$ cat config.mk
export PLATFORM = sky130hd
export DESIGN_NAME = xbar_bank_req_arb_flat
export DESIGN_NICKNAME = d
export VERILOG_FILES = /design/src/rtl/xbar_bank_req_arb_if.sv /design/src/rtl/xbar_bank_req_arb.sv /design/src/flat_wrapper.sv
export SDC_FILE = /design/constraint.sdc
export NUM_CORES = 1
export LEC_CHECK = 0
export CAP_MARGIN = 20
export CORE_MARGIN = 3
export CORE_UTILIZATION = 45
export DETAILED_ROUTE_END_ITERATION = 16
export PLACE_DENSITY = 0.76
export RECOVER_POWER = 25
export REMOVE_ABC_BUFFERS = 1
export SYNTH_ARGS = -nofsm -noshare
export SYNTH_HDL_FRONTEND = slang
export SYNTH_SLANG_ARGS = --single-unit
$ cat constraint.sdc
create_clock -name clk_i -period 4.6 [get_ports clk_i]
set_input_delay 0.69 -clock clk_i [delete_from_list [all_inputs] [get_ports clk_i]]
set_output_delay 0.69 -clock clk_i [all_outputs]
set_load 0.05 [all_outputs]
$ cat src/rtl/xbar_bank_req_arb_if.sv
// xbar_bank_req_arb_if: channel request side and per-bank request side of the crossbar
interface xbar_bank_req_arb_if;
  logic [3:0]   ch_htu_valid;
  logic [3:0]   ch_htu_allowIn;
  logic [7:0]   ch_htu_opcode;
  logic [111:0] ch_htu_addr;
  logic [31:0]  ch_htu_wbuffer_id;
  logic [3:0]   xbar_bank_htu_valid;
  logic [3:0]   xbar_bank_htu_allowIn;
  logic [7:0]   xbar_bank_htu_ch_id;
  logic [7:0]   xbar_bank_htu_opcode;
  logic [111:0] xbar_bank_htu_addr;
  logic [31:0]  xbar_bank_htu_wbuffer_id;
  modport master (
    output ch_htu_valid, ch_htu_opcode, ch_htu_addr, ch_htu_wbuffer_id, xbar_bank_htu_allowIn,
    input  ch_htu_allowIn, xbar_bank_htu_valid, xbar_bank_htu_ch_id, xbar_bank_htu_opcode,
           xbar_bank_htu_addr, xbar_bank_htu_wbuffer_id
  );
  modport slave (
    input  ch_htu_valid, ch_htu_opcode, ch_htu_addr, ch_htu_wbuffer_id, xbar_bank_htu_allowIn,
    output ch_htu_allowIn, xbar_bank_htu_valid, xbar_bank_htu_ch_id, xbar_bank_htu_opcode,
           xbar_bank_htu_addr, xbar_bank_htu_wbuffer_id
  );
endinterface

$ cat src/rtl/xbar_bank_req_arb.sv
// xbar_bank_req_arb: 4-channel to 4-bank request crossbar with per-bank round-robin and output register
module xbar_bank_req_arb #(
  parameter int NUM_CH       = 4,
  parameter int NUM_BANK     = 4,
  parameter int BANK_SEL_LSB = 5
) (
  input logic                clk_i,
  input logic                rst_i,
  xbar_bank_req_arb_if.slave bus
);
  // addr carries addr[31:4], so full-address bit n sits at field bit n-4
  localparam int SEL_OFF = BANK_SEL_LSB - 4;
  logic [1:0]   sel [NUM_CH];
  logic [1:0]   win [NUM_BANK];
  logic [1:0]   rr_ptr [NUM_BANK];
  logic [1:0]   idx;
  logic [3:0]   hit, ld, allow;
  logic [3:0]   valid_q;
  logic [7:0]   ch_id_q, opcode_q;
  logic [111:0] addr_q;
  logic [31:0]  wbid_q;
  // bank select, round-robin winner per bank and combinational channel accept
  always_comb begin
    idx   = '0;
    allow = '0;
    for (int c = 0; c < NUM_CH; c++) sel[c] = bus.ch_htu_addr[28*c+SEL_OFF +: 2];
    for (int b = 0; b < NUM_BANK; b++) begin
      hit[b] = 1'b0;
      win[b] = '0;
      ld[b]  = !valid_q[b] || bus.xbar_bank_htu_allowIn[b];
      for (int k = NUM_CH - 1; k >= 0; k--) begin
        idx = rr_ptr[b] + 2'(k);
        if (bus.ch_htu_valid[idx] && sel[idx] == 2'(b)) begin
          hit[b] = 1'b1;
          win[b] = idx;
        end
      end
    end
    for (int c = 0; c < NUM_CH; c++)
      allow[c] = !rst_i && ld[sel[c]] && hit[sel[c]] && win[sel[c]] == 2'(c);
  end
  // per-bank pipeline register; loads the winner, or empties when drained with no requester
  always_ff @(posedge clk_i) begin
    if (rst_i) begin
      valid_q  <= '0;
      ch_id_q  <= '0;
      opcode_q <= '0;
      addr_q   <= '0;
      wbid_q   <= '0;
      for (int b = 0; b < NUM_BANK; b++) rr_ptr[b] <= '0;
    end else begin
      for (int b = 0; b < NUM_BANK; b++) begin
        if (ld[b]) begin
          valid_q[b] <= hit[b];
          if (hit[b]) begin
            ch_id_q[2*b +: 2]  <= win[b];
            opcode_q[2*b +: 2] <= bus.ch_htu_opcode[2*win[b] +: 2];
            addr_q[28*b +: 28] <= bus.ch_htu_addr[28*win[b] +: 28];
            wbid_q[8*b +: 8]   <= bus.ch_htu_wbuffer_id[8*win[b] +: 8];
            rr_ptr[b]          <= win[b] + 2'd1;
          end
        end
      end
    end
  end
  assign bus.ch_htu_allowIn           = allow;
  assign bus.xbar_bank_htu_valid      = valid_q;
  assign bus.xbar_bank_htu_ch_id      = ch_id_q;
  assign bus.xbar_bank_htu_opcode     = opcode_q;
  assign bus.xbar_bank_htu_addr       = addr_q;
  assign bus.xbar_bank_htu_wbuffer_id = wbid_q;
endmodule
$ cat src/flat_wrapper.sv
// flat-port wrapper written by rule: the top's interface ports become plain ports
module xbar_bank_req_arb_flat 
#(
  parameter int NUM_CH       = 4,
  parameter int NUM_BANK     = 4,
  parameter int BANK_SEL_LSB = 5
)
  (clk_i, rst_i, bus_ch_htu_valid, bus_ch_htu_opcode, bus_ch_htu_addr, bus_ch_htu_wbuffer_id, bus_xbar_bank_htu_allowIn, bus_ch_htu_allowIn, bus_xbar_bank_htu_valid, bus_xbar_bank_htu_ch_id, bus_xbar_bank_htu_opcode, bus_xbar_bank_htu_addr, bus_xbar_bank_htu_wbuffer_id);
  xbar_bank_req_arb_if bus_i ();
  input logic clk_i;
  input logic rst_i;
  input wire logic [$bits(bus_i.ch_htu_valid)-1:0] bus_ch_htu_valid;
  input wire logic [$bits(bus_i.ch_htu_opcode)-1:0] bus_ch_htu_opcode;
  input wire logic [$bits(bus_i.ch_htu_addr)-1:0] bus_ch_htu_addr;
  input wire logic [$bits(bus_i.ch_htu_wbuffer_id)-1:0] bus_ch_htu_wbuffer_id;
  input wire logic [$bits(bus_i.xbar_bank_htu_allowIn)-1:0] bus_xbar_bank_htu_allowIn;
  output wire logic [$bits(bus_i.ch_htu_allowIn)-1:0] bus_ch_htu_allowIn;
  output wire logic [$bits(bus_i.xbar_bank_htu_valid)-1:0] bus_xbar_bank_htu_valid;
  output wire logic [$bits(bus_i.xbar_bank_htu_ch_id)-1:0] bus_xbar_bank_htu_ch_id;
  output wire logic [$bits(bus_i.xbar_bank_htu_opcode)-1:0] bus_xbar_bank_htu_opcode;
  output wire logic [$bits(bus_i.xbar_bank_htu_addr)-1:0] bus_xbar_bank_htu_addr;
  output wire logic [$bits(bus_i.xbar_bank_htu_wbuffer_id)-1:0] bus_xbar_bank_htu_wbuffer_id;
  assign bus_i.ch_htu_valid = bus_ch_htu_valid;
  assign bus_i.ch_htu_opcode = bus_ch_htu_opcode;
  assign bus_i.ch_htu_addr = bus_ch_htu_addr;
  assign bus_i.ch_htu_wbuffer_id = bus_ch_htu_wbuffer_id;
  assign bus_i.xbar_bank_htu_allowIn = bus_xbar_bank_htu_allowIn;
  assign bus_ch_htu_allowIn = bus_i.ch_htu_allowIn;
  assign bus_xbar_bank_htu_valid = bus_i.xbar_bank_htu_valid;
  assign bus_xbar_bank_htu_ch_id = bus_i.xbar_bank_htu_ch_id;
  assign bus_xbar_bank_htu_opcode = bus_i.xbar_bank_htu_opcode;
  assign bus_xbar_bank_htu_addr = bus_i.xbar_bank_htu_addr;
  assign bus_xbar_bank_htu_wbuffer_id = bus_i.xbar_bank_htu_wbuffer_id;
  xbar_bank_req_arb #(.NUM_CH(NUM_CH), .NUM_BANK(NUM_BANK), .BANK_SEL_LSB(BANK_SEL_LSB)) u_core (.clk_i(clk_i), .rst_i(rst_i), .bus(bus_i));
endmodule
==> results by group <==
Outcome
  • Outcome: completed

Cells and area
  • # nets final: 1802
  • Layout cells sized above 1: 0.0623
  • Final Cell Area: about 14000 um^2
  • Area Growth Syn to Fin: 38.8%

Worst setup path
  • Setup CP Type: in -> out
  • Critical path launch point: bus_ch_htu_addr[85]
  • RR Endpoint: u_core.bus.xbar_bank_htu_addr[11]$_SDFFE_PP0P_
  • Setup crit end kind: output pin
  • Required time worst endpoint: 3.91 ns
  • Worst Reg-to-Reg Cells: 7
  • Worst R2R Start: u_core.rr_ptr[0][1]$_SDFFCE_PN0P_
  • Reg2reg setup slack: approximately 2.1 ns
  • Startpoint Class: input pin
  • Critical-path maximum fanout: 13
  • Arrival time at the worst endpoint: 3.50 ns
  • End of the critical path: bus_ch_htu_allowIn[2]

Detailed routing
  • WL per Instance: 20.9 um
  • Antenna Nets Post-Route: 0
  • WL final: about 40000 um
  • Vias/cell: around 6
  • DRC violations left: 0
  • Drt initial violations: 1195
  • Pre-antenna DRT Iters: 6
  • Vias: roughly 12000

Global routing
  • Total GRT Usage: 0.315
  • Largest net degree at the start of global routing: 74
  • First-pass GRT wire length: 61400 um
  • GRT overflow: 0
  • Vias in the first global route: 10954
  • Initial antenna violation count: 1

Synthesis
  • Yosys cell types: 62
  • Area share of the largest cell type after synthesis: 0.321
  • Yosys reg bits: 172
  • Most instantiated library cell after synthesis: nand2_1
  • Cells after synthesis: between 1000 and 1500
  • Mapped Avg Cell Area: 7.46 um^2
  • Top post-synthesis cells by area: dfxtp_1, nand2_1, a21oi_1, a211o_1, mux2i_1
  • Cell taking the most area after synthesis: dfxtp_1
  • Synth async-reset ratio: 0
  • EDFF count, synth: 8
  • Commonest cells in the netlist: nand2_1, a21oi_1, dfxtp_1
  • Mapped cell area: 10200 um^2
  • YS warnings: 0
  • Synth Flop Type: dfxtp_1
  • Share of the yosys chip area belonging to registers: 0.345

Place
  • Placed inst area: 13600 um^2
  • Port Buf Inserts: 329
  • Placed wire-length estimate: roughly 26000 um
  • GP Congestion: 0.945

CTS
  • Setup Fix Bufs, Post-CTS: 0
  • Clock buffer count from CTS: 17
  • Root Buffer: clkbuf_16
  • CTS tree: done
  • Maximum buffer depth of the clock tree: 2
  • Post-CTS sizing: 0
  • Clock Latency Late Sink: 0.44 ns
  • Clk sinks: 172
  • # H-tree levels: 4
  • Clock-pin slew on the worst setup and hold paths: 0.06 ns
  • CTS Hold Bufs: 0

Power and ir drop
  • Pwr dens: 350 nW/um^2
  • Pleak: 6.43 nW
  • Pwr Total: 4.97 mW
  • Worst VDD drop: 239 uV

Floorplan
  • Die height: 157 um
  • Initial Utilization: 0.463
  • Die X: 157 um
  • Top Ports: 330
  • Die ar.: 24600 um^2
  • # rows: 54
  • Core Area: 22100 um^2

Job
  • Max_cap viols: 0

Timing
  • Setup TNS: 0 ns
  • WHS: about 0.45 ns
  • RSZ-0062 raised after global routing: false
  • Worst slew pin tran: about 1.0 ns
  • Slew headroom: 0.332
  • Final worst path period share: 0.910
  • Slew Limit Fails: 0
  • Max Freq: 0.239 GHz
  • Skew final: 0.0223 ns
  • Final hold vios: 0
  • Tmin final: 4.19 ns
  • Final setup vio count: 0

Worst hold path
  • Hold/Removal Path Class: reg -> reg
## worst max-delay path, cell delays in order
cell and delay [ns]:
dlygate4sd3_1 0.73, nor3b_1 0.45, a21oi_1 0.11, a2bb2oi_2 0.40, nor2b_1 0.26, a221oi_1 0.10
nor4_1 0.42, buf_4 0.20, buf_12 0.13
## where the power goes
part / switching (mW) / internal (mW) / total, mW
clock: 0.652 / 0.802 / 1.45
sequential: 0.0916 / 1.66 / 1.75
combinational: 1.16 / 0.610 / 1.77
total: 1.90 / 3.07 / 4.97
## metal layers
metal  global-route usage  share of wire  up-vias
li1                     -              -     5368
met3               0.0761          0.097       83
met5                    0        0.00032        -
met2                0.525           0.48      622
met4                0.118          0.026        2
met1                0.394           0.40     5516
## stage by stage
step                utilization  worst slack, ns  instances
floorplan                     -            -7.27       1261
global placement          0.617            0.529       1901
detailed placement        0.617            0.527       1901
CTS                       0.643            0.507       1932
global route              0.642            0.277       1932
finish                    0.643            0.413       1933
## flip-flops by register name (all words and copies together) (netlist names)
register	cells
u_core.bus.xbar_bank_htu_addr	112
u_core.rr_ptr	8
u_core.bus.xbar_bank_htu_wbuffer_id	32
u_core.bus.xbar_bank_htu_ch_id	8
u_core.bus.xbar_bank_htu_valid	4
u_core.bus.xbar_bank_htu_opcode	8
## final cells by class
cell class / instances / area, um^2
timing repair buffer: 360 / 3600
tap: 280 / 350
inverter: 14 / 52.6
fill: 1954 / 7900
clock buffer: 18 / 429
antenna: 1 / 2.50
clock inverter: 13 / 138
multi-input combinational: 1075 / 6100
sequential: 172 / 3520
## placed cells by master, fill, tap and decap left out, types with 3 or more instances in the layout
cell	synthesis	final
o21ai_0	3	3
a211o_1	110	108
buf_4	20	26
nor2_4	0	3
dlygate4sd3_1	0	80
edfxtp_1	8	8
and3_1	5	5
dfxtp_1	164	164
clkdlybuf4s50_1	0	245
clkinv_2	0	4
nor3_1	8	8
nand3_1	6	6
inv_6	0	4
inv_1	13	13
a21oi_1	228	228
clkbuf_1	29	3
buf_12	0	7
nor2b_1	5	5
o221ai_1	36	36
clkbuf_16	0	17
nand2_1	481	480
nand3b_1	7	7
o31ai_1	3	3
nand2b_1	5	3
mux2i_1	75	75
and3b_1	6	6
nand2_2	2	3
nor2_1	29	27
a21oi_2	5	5
o22ai_1	5	5
nor4_1	5	5
## how the worst min path moves through the flow
| stage | start | endpoint | cells after the start |
|---|---|---|---|
| 6_report | u_core.bus.xbar_bank_htu_wbuffer_id[26]$_SDFFE_PP0P_ | u_core.bus.xbar_bank_htu_wbuffer_id[26]$_SDFFE_PP0P_ | 2 |
| 3_3_place_gp | u_core.bus.xbar_bank_htu_addr[5]$_SDFFE_PP0P_ | u_core.bus.xbar_bank_htu_addr[5]$_SDFFE_PP0P_ | 1 |
| 2_1_floorplan | u_core.bus.xbar_bank_htu_ch_id[4]$_SDFFE_PP0P_ | u_core.bus.xbar_bank_htu_ch_id[4]$_SDFFE_PP0P_ | 2 |
| 5_1_grt | u_core.bus.xbar_bank_htu_addr[30]$_SDFFE_PP0P_ | u_core.bus.xbar_bank_htu_addr[30]$_SDFFE_PP0P_ | 1 |
| 3_5_place_dp | u_core.bus.xbar_bank_htu_addr[108]$_SDFFE_PP0P_ | u_core.bus.xbar_bank_htu_addr[108]$_SDFFE_PP0P_ | 2 |
| 4_1_cts | u_core.bus.xbar_bank_htu_wbuffer_id[15]$_SDFFE_PP0P_ | u_core.bus.xbar_bank_htu_wbuffer_id[15]$_SDFFE_PP0P_ | 1 |
## cells by family after synthesis
family,share of synthesized area
xor gates and xnor gates,0.00171
muxes,0.0734
AOI/OAI and AO/OA,0.275
DFF,0.345
buffers and inverters,0.0669
and+or+nand+nor,0.238
No activity file was read; power rests on OpenSTA's default activity.
